$ cat src/rtl/fpu_pkg.sv
// Shared FPU types and helpers: the fp32 field view, canonical constants and the
// NaN classifier used by the reduction blocks.
// Purely declarative; no logic or state is instantiated here.
package fpu_pkg;

    // IEEE-754 single-precision field view.
    typedef struct packed {
        logic        sign;
        logic [7:0]  exp;
        logic [22:0] man;
    } fp32_t;

    localparam logic [31:0] FP32_QNAN    = 32'h7FC0_0000;
    localparam logic [7:0]  FP32_EXP_MAX = 8'hFF;

    // Reducer control states.
    typedef enum logic [1:0] {
        ST_IDLE  = 2'd0,
        ST_ACCUM = 2'd1,
        ST_DONE  = 2'd2
    } fmax_state_t;

    // Any non-zero mantissa under an all-ones exponent is a NaN.
    function automatic logic fp32_is_nan(input fp32_t v);
        return (v.exp == FP32_EXP_MAX) && (v.man != 23'd0);
    endfunction

endpackage

$ cat src/rtl/fmax_cmp.sv
// Combinational fp32 ordering comparator: a_ge_b=1 when a should be kept over b.
// Ports: a (incumbent/accumulator), b (challenger), a_ge_b (keep a).
// Zero-latency, no state; ties keep a; ZERO_POS_WINS decides +0.0 vs -0.0.
module fmax_cmp
#(
    parameter int ZERO_POS_WINS = 1
)
(
    input  logic [31:0] a,
    input  logic [31:0] b,
    output logic        a_ge_b
);

    logic        sign_a;
    logic        sign_b;
    logic [30:0] mag_a;
    logic [30:0] mag_b;
    logic        both_zero;

    assign sign_a    = a[31];
    assign sign_b    = b[31];
    assign mag_a     = a[30:0];
    assign mag_b     = b[30:0];
    assign both_zero = (mag_a == 31'd0) && (mag_b == 31'd0);

    // {exp,man} is monotonic in magnitude for every class (denormal, normal,
    // inf, NaN), so the raw 31-bit field serves as the magnitude key.
    always_comb begin
        a_ge_b = 1'b1;
        if (both_zero) begin
            // Only a sign difference can matter between two zeros.
            if ((ZERO_POS_WINS != 0) && (sign_a != sign_b))
                a_ge_b = ~sign_a;
            else
                a_ge_b = 1'b1;
        end else if (sign_a != sign_b) begin
            a_ge_b = ~sign_a;
        end else if (!sign_a) begin
            a_ge_b = (mag_a >= mag_b);
        end else begin
            // Both negative: the smaller magnitude is the larger value.
            a_ge_b = (mag_a <= mag_b);
        end
    end

endmodule

$ cat src/rtl/fmax_reduce.sv
// Streaming fp32 max reducer: folds an in_last-terminated group into its maximum
// and element count. Ports: clk/rst, in_valid/in_ready/in_data/in_last stream in,
// out_valid/out_ready/out_data/out_count stream out. Result registered on the edge
// after the last transfer; input stalls (in_ready=0) while a result is pending.
// Optional FMAX_NAN_EN: any NaN in a group forces the canonical qNaN result.
module fmax_reduce
    import fpu_pkg::*;
#(
    parameter int CNT_W         = 16,
    parameter int ZERO_POS_WINS = 1
)
(
    input  logic             clk,
    input  logic             rst,
    input  logic             in_valid,
    output logic             in_ready,
    input  logic [31:0]      in_data,
    input  logic             in_last,
    output logic             out_valid,
    input  logic             out_ready,
    output logic [31:0]      out_data,
    output logic [CNT_W-1:0] out_count
);

    localparam logic [CNT_W-1:0] CNT_MAX = '1;
    localparam logic [CNT_W-1:0] CNT_ONE = CNT_W'(1);

    fmax_state_t      state;
    logic [31:0]      acc;
    logic [CNT_W-1:0] count;

    logic             take;
    logic             acc_ge_in;
    logic [31:0]      next_acc;
    logic [CNT_W-1:0] next_count;
    logic [31:0]      result;

    // Depends on state only so no combinational path reaches in_ready.
    assign in_ready = (state != ST_DONE);
    assign take     = in_valid && in_ready;

    fmax_cmp #(
        .ZERO_POS_WINS (ZERO_POS_WINS)
    ) u_cmp (
        .a      (acc),
        .b      (in_data),
        .a_ge_b (acc_ge_in)
    );

    // Value the accumulator and counter take if the current operand transfers.
    always_comb begin
        next_acc   = in_data;
        next_count = CNT_ONE;
        if (state == ST_ACCUM) begin
            next_acc   = acc_ge_in ? acc : in_data;
            next_count = (count == CNT_MAX) ? count : count + CNT_ONE;
        end
    end

`ifdef FMAX_NAN_EN
    logic nan_flag;
    logic next_nan;

    // The flag is already clear in IDLE, so OR-ing it in is safe for any state.
    always_comb begin
        next_nan = nan_flag | fp32_is_nan(in_data);
        result   = next_nan ? FP32_QNAN : next_acc;
    end

    always_ff @(posedge clk or posedge rst) begin
        if (rst) begin
            nan_flag <= 1'b0;
        end else if (state == ST_DONE) begin
            if (out_ready)
                nan_flag <= 1'b0;
        end else if (take) begin
            nan_flag <= next_nan;
        end
    end
`else
    assign result = next_acc;
`endif

    // Control FSM with registered outputs; the result is captured from the
    // look-ahead values so it appears one edge after the last transfer.
    always_ff @(posedge clk or posedge rst) begin
        if (rst) begin
            state     <= ST_IDLE;
            acc       <= 32'd0;
            count     <= '0;
            out_valid <= 1'b0;
            out_data  <= 32'd0;
            out_count <= '0;
        end else begin
            case (state)
                ST_IDLE, ST_ACCUM: begin
                    if (take) begin
                        acc   <= next_acc;
                        count <= next_count;
                        if (in_last) begin
                            state     <= ST_DONE;
                            out_valid <= 1'b1;
                            out_data  <= result;
                            out_count <= next_count;
                        end else begin
                            state <= ST_ACCUM;
                        end
                    end
                end
                ST_DONE: begin
                    // Outputs hold until the consumer takes them.
                    if (out_ready) begin
                        out_valid <= 1'b0;
                        state     <= ST_IDLE;
                    end
                end
                default: begin
                    state     <= ST_IDLE;
                    out_valid <= 1'b0;
                end
            endcase
        end
    end

endmodule

$ cat config.mk
export PLATFORM = sky130hd
export DESIGN_NAME = fmax_reduce
export DESIGN_NICKNAME = d
export VERILOG_FILES = /design/src/rtl/fpu_pkg.sv /design/src/rtl/fmax_cmp.sv /design/src/rtl/fmax_reduce.sv
export SDC_FILE = /design/constraint.sdc
export NUM_CORES = 1
export LEC_CHECK = 0
export BUFFER_PORTS_ARGS = -buffer_cell sky130_fd_sc_hd__buf_4
export CAP_MARGIN = 0
export CELL_PAD_IN_SITES_DETAIL_PLACEMENT = 0
export CELL_PAD_IN_SITES_GLOBAL_PLACEMENT = 2
export CORE_MARGIN = 5
export CORE_UTILIZATION = 25
export CTS_BUF_LIST = sky130_fd_sc_hd__clkbuf_8
export DETAILED_ROUTE_END_ITERATION = 12
export HOLD_SLACK_MARGIN = 0.15
export PLACE_DENSITY_LB_ADDON = 0.1
export SLEW_MARGIN = 40
export SYNTH_ARGS = -nofsm -noshare
export SYNTH_HDL_FRONTEND = slang
export SYNTH_HIERARCHICAL = 1
export SYNTH_SLANG_ARGS = --single-unit
$ cat constraint.sdc
create_clock -name clk -period 6.55 [get_ports clk]
set_input_delay 0.3275 -clock clk [delete_from_list [all_inputs] [get_ports clk]]
set_output_delay 0.3275 -clock clk [all_outputs]
set_load 0.02 [all_outputs]
Word-level counts from Yosys, hierarchy flattened
Cells that the tools add are included.

word-level totals
  register bits = 99
  output and inout bits = 50

operators by class
  equal/unequal tests = 8
  $lt $le $gt $ge = 2
  reductions and logical operators = 10
  mux-type cells = 16
  bitwise operators = 1
  add/sub/neg operators = 1

operator list
  kind                     number
  $mux W32                 2
  $logic_not A31 Y1        2
  $mux W16                 2
  $ge A31 B31 Y1           1
  $le A31 B31 Y1           1
  $add A16 B1 Y16 const B  1
  $eq A16 B16 Y1 const B   1
  $ne A2 B2 Y1 const B     4
  $mux W1                  7
  $mux W2                  3
  $reduce_and A3 Y1        2
  $pmux W2 S2              1
  $reduce_and A2 Y1        2
  $eq A2 B1 Y1 const B     1
  $eq A2 B2 Y1 const B     1
  $logic_and A1 B1 Y1      2
  $logic_not A2 Y1         1
  $pmux W1 S2              1
  $reduce_or A2 Y1         1
  $ne A1 B1 Y1             1
  $not A1 Y1               1

Depth between registers and ports, before layout
  depth in word-level cells = 6
  gate-level depth with buffers = 12
  gate-level depth less buffers = 11

Hierarchy
The synthesis kept the hierarchy.

modules (own cells, without submodules)
  module       times used  seq. area each (µm²)  cells an instance  area each (µm²)
  fmax_reduce  1           2477.4                437                4670.7
  fmax_cmp     1           0.0                   138                987.2

Worst setup path after synthesis
Ideal clock, no wire load.

  path kind = reg2reg
  start point = register acc[29]
  end point = register acc[10]
  setup slack = 3.827 ns
  required time = 6.425 ns
  period minus slack after synthesis = 2.723 ns
  stages on the path, launching flop included = 12
  arrival time = 2.598 ns
  cells stage by stage = dfrtp_1 ha_1 nand4_1 nor4_2 a21oi_1 nand4b_1 mux2i_1 a211oi_1 nand2_2 nand2_1 buf_2 mux2_2

on the way
  longest elaborated chain between the ends = 6
  elaborated cells on any way between the ends = 9
  those cells by class = order compare: 2; mux: 5; reduce/logical: 2

ends and longest elaborated chain
  element                                           RTL line                        text
  start, declared                                   fmax_reduce.sv:29               logic [31:0] acc;
  start signal, assigned                            fmax_reduce.sv:98               acc <= next_acc;
  $ge A31 B31 Y1 or $le A31 B31 Y1 (tied branches)  fmax_cmp.sv:39, fmax_cmp.sv:42
  $mux W1                                           fmax_cmp.sv:38                  end else if (!sign_a) begin
  $mux W1                                           fmax_cmp.sv:36                  end else if (sign_a != sign_b) begin
  $mux W1 *                                         fmax_cmp.sv:30                  if (both_zero) begin
  named net acc_ge_in                               fmax_reduce.sv:33               logic acc_ge_in;
  $mux W32 *                                        fmax_reduce.sv:55               next_acc = acc_ge_in ? acc : in_data;
  $mux W32 *                                        fmax_reduce.sv:54               if (state == ST_ACCUM) begin

The timed path passes the listed nets; every way through them passes the cells marked *.
A chain may end at the register's enable or synchronous reset.

Worst setup path in the final report
  start point = register acc[29]
  end point = register out_data[16]

on the way
  longest elaborated chain between the ends = 6
  elaborated cells on any way between the ends = 9
  those cells by class = order compare: 2; mux: 5; reduce/logical: 2

ends and longest elaborated chain
  element                                           RTL line                        text
  $ge A31 B31 Y1 or $le A31 B31 Y1 (tied branches)  fmax_cmp.sv:39, fmax_cmp.sv:42
  $mux W1                                           fmax_cmp.sv:38
  $mux W1                                           fmax_cmp.sv:36
  $mux W1 *                                         fmax_cmp.sv:30
  named net acc_ge_in                               fmax_reduce.sv:33
  $mux W32 *                                        fmax_reduce.sv:55
  $mux W32 *                                        fmax_reduce.sv:54
  end signal, assigned                              fmax_reduce.sv:103              out_data <= result;
  end, declared                                     fmax_reduce.sv:21               output logic [31:0] out_data,

Marked as above.

==> results.yml <==
pwr:
  p_leak_nw: 3.17
  power.density_nw_per_um2: 283
  total_power_mw: 1.91
  peakVddDrop_v: 0.000100
sta:
  setup_viol: 0
  layout_setup_ws_ns: 3.32
  skew_ns: 0.00863
  clock.fmax_mhz: 310
  fin_crit_sh_pct: 49.3
  relSlewSlack_pct: 48.6
  drv_slew: 0
  timing.hold.ws_ns: 0.175
  rsz0062_at_grt: "false"
  finalHoldViolCount: 0
  min_period_ns: 3.23
  fin_tns_setup_ns: 0
  worst_pin_slew_ns: 0.769
die:
  die_h_um: 160
  num_rows: 55
  initial_core_util_pct: 25.2
  core_sq_um: 22400
  die_area_sq_um: 25700
  die_x_um: 160
  boundaryPins: 87
global_route:
  grt_pass1_wl_um: 28000
  grt_max_degree: 84
  grt-ovfl-total: 0
  first_global_vias: 4753
  grt_antenna_before_repair: 0
  track_usage_pct: 13.6
synth:
  ys_ff_latch: 99
  ys_warn_count: 6
  yosysMostFrequentCell: "dfrtp_1"
  syn-cell-area_sq_um: 5660
  synth_top_cell_area_share_pct: 43.8
  synthArstFlopShare_pct: 100
  synth_area_leaders: "dfrtp_1 44%, ha_1 7.3%, mux2_2 6.4%"
  synthCells: 575
  synth.largest_area_cell: "dfrtp_1"
  seq_area_frac_synth_pct: 43.8
  synth.net_count: 645
  syn_avg_cell_area_sq_um: 9.84
  synth_ff_type: "dfrtp_1"
  synth-edff-count: 0
  ys_types: 56
  synth_commonest_cells: "99 x dfrtp_1, 66 x nand2_1, 57 x o21ai_0"
finish:
  nets: 717
  drive_gt1_share_pct: 23.5
  seqCellArea_sq_um: 2480
  area_growth_pct: 19.5
  fillers: 2369
  insertedDiodeCount: 0
  multi_input_area_sq_um: 2900
detailed_routing:
  avgViaCountPerCell: 4.86
  wl_per_cell_um: 18.3
  drtIter0Drc: 259
  drt-total-wl_um: 17200
  vias: 4547
  dr.pass1.iters: 4
  drcViolationCount: 0
  ant_nets: 0
status:
  status: "complete, no violations"
clock_network:
  cts_resized: 0
  post_cts_buffers: 0
  clockBufferDepth: 2
  tritoncts: "built"
  cts.clk_slew.worst_paths_ns: 0.10
  htree_num_levels: 3
  cts.sinks: 99
  clock-root-buffer: "clkbuf_8"
  numCtsBuffers: 9
  clk_latency_ns: 0.39
setup_path:
  timing_worst_setup_path_type: "register to register"
  endpoint_kind: "register"
  worst_ep_arrival_time_ns: 3.48
  crit_fanout: 32
  start_kind: "register"
  worstPathRequired_ns: 6.80
job:
  drv_cap: 0
placement:
  numPortBuffers: 86
  place_hpwl_um: 12400
  place_worst_setup_slack_ns: 3.33
  routabilityCongestion: 0.752
hold_path:
  min-delay-path-class: "primary input to register"
==> power by group <==
group	total, mW	leakage (nW)	internal, mW	switching (mW)
Combinational	0.655	1.85	0.300	0.356
Sequential	0.882	1.24	0.743	0.140
Clock	0.374	0.0816	0.145	0.230
Total	1.91	3.17	1.19	0.725
==> worst paths after layout <==
check	start	end	slack [ns]	depth (start not counted)
max	acc[29]	out_data[16]	3.32	11
min	in_valid	state[0]	0.18	2
max reg2reg	acc[29]	out_data[16]	3.32	11
min reg2reg	out_data[5]	out_data[5]	0.49	2
max in group asynchronous	rst	count[0]	5.01	4
min in group asynchronous	rst	state[1]	0.54	3
==> state kept, by name (all words and copies together) (netlist names) <==
register,flops
out_valid,1
out_data,32
state,2
count,16
acc,32
out_count,16
==> routing by layer <==
metal	global-route usage [%]	vias to the layer above	part of all wire, %
li1	-	2252	-
met5	0	-	0
met2	19.7	81	42
met4	4.11	0	1.5
met1	20.5	2199	53
met3	2.31	15	3.3
==> critical path, stage by stage (launching register included) <==
cell	delay [ns]
dfrtp_1	0.43
ha_1	0.34
nand4_1	0.19
nor3_1	0.09
a2111oi_0	0.62
nand4b_1	0.16
mux2i_1	0.16
a211oi_1	0.08
nand2_2	0.08
buf_4	0.48
mux2i_1	0.34
o21ai_0	0.10
==> kinds of logic (layout without fill, tap and decap cells) <==
family	after synthesis	in the layout	share of synthesized area (%)
simple gates	174	174	16.7
compound gates	128	128	14.0
flops	99	99	43.8
buf+inv	70	146	5.09
mux	66	66	12.4
fa+ha+maj	33	33	7.30
xor+xnor	5	5	0.774
==> stage by stage <==
step	utilization, %	std cells	cell area (sq um)
finish	30.2	936	6760
floorplan	-	575	5660
detailed placement	29.2	918	6560
CTS	30.1	936	6760
global route	30.2	936	6760
global placement	29.2	918	6560
==> what timing repair did <==
item                                   in CTS  in global routing
setup endpoints to repair                   0                  0
hold buffers                                3                  0
endpoints found under the hold margin      39                  0
==> area by class of cell <==
| cell class | count | share of cell area (%) |
|---|---|---|
| Clock inverter | 5 | 0.462 |
| Sequential cell | 99 | 36.6 |
| Timing Repair Buffer | 95 | 10.8 |
| Clock buffer | 10 | 2.03 |
| Inverter | 36 | 2.03 |
| Multi-Input combinational cell | 406 | 42.8 |
| Tap cell | 285 | 5.27 |
==> cells in the final DEF (no fill, tap or decap), types with 8 or more instances in the layout <==
cell type,synthesis,layout
dfrtp_1,99,99
buf_4,1,90
nand2_1,66,66
o21ai_0,57,57
inv_1,36,36
mux2i_1,34,34
ha_1,33,33
mux2_2,32,32
a21oi_1,27,27
nand3_1,19,19
nand4_1,17,17
nor4_1,16,16
nor2_1,14,14
clkbuf_8,0,10
nor3_1,8,8
Note: power is estimated with default switching activity, not from simulation.
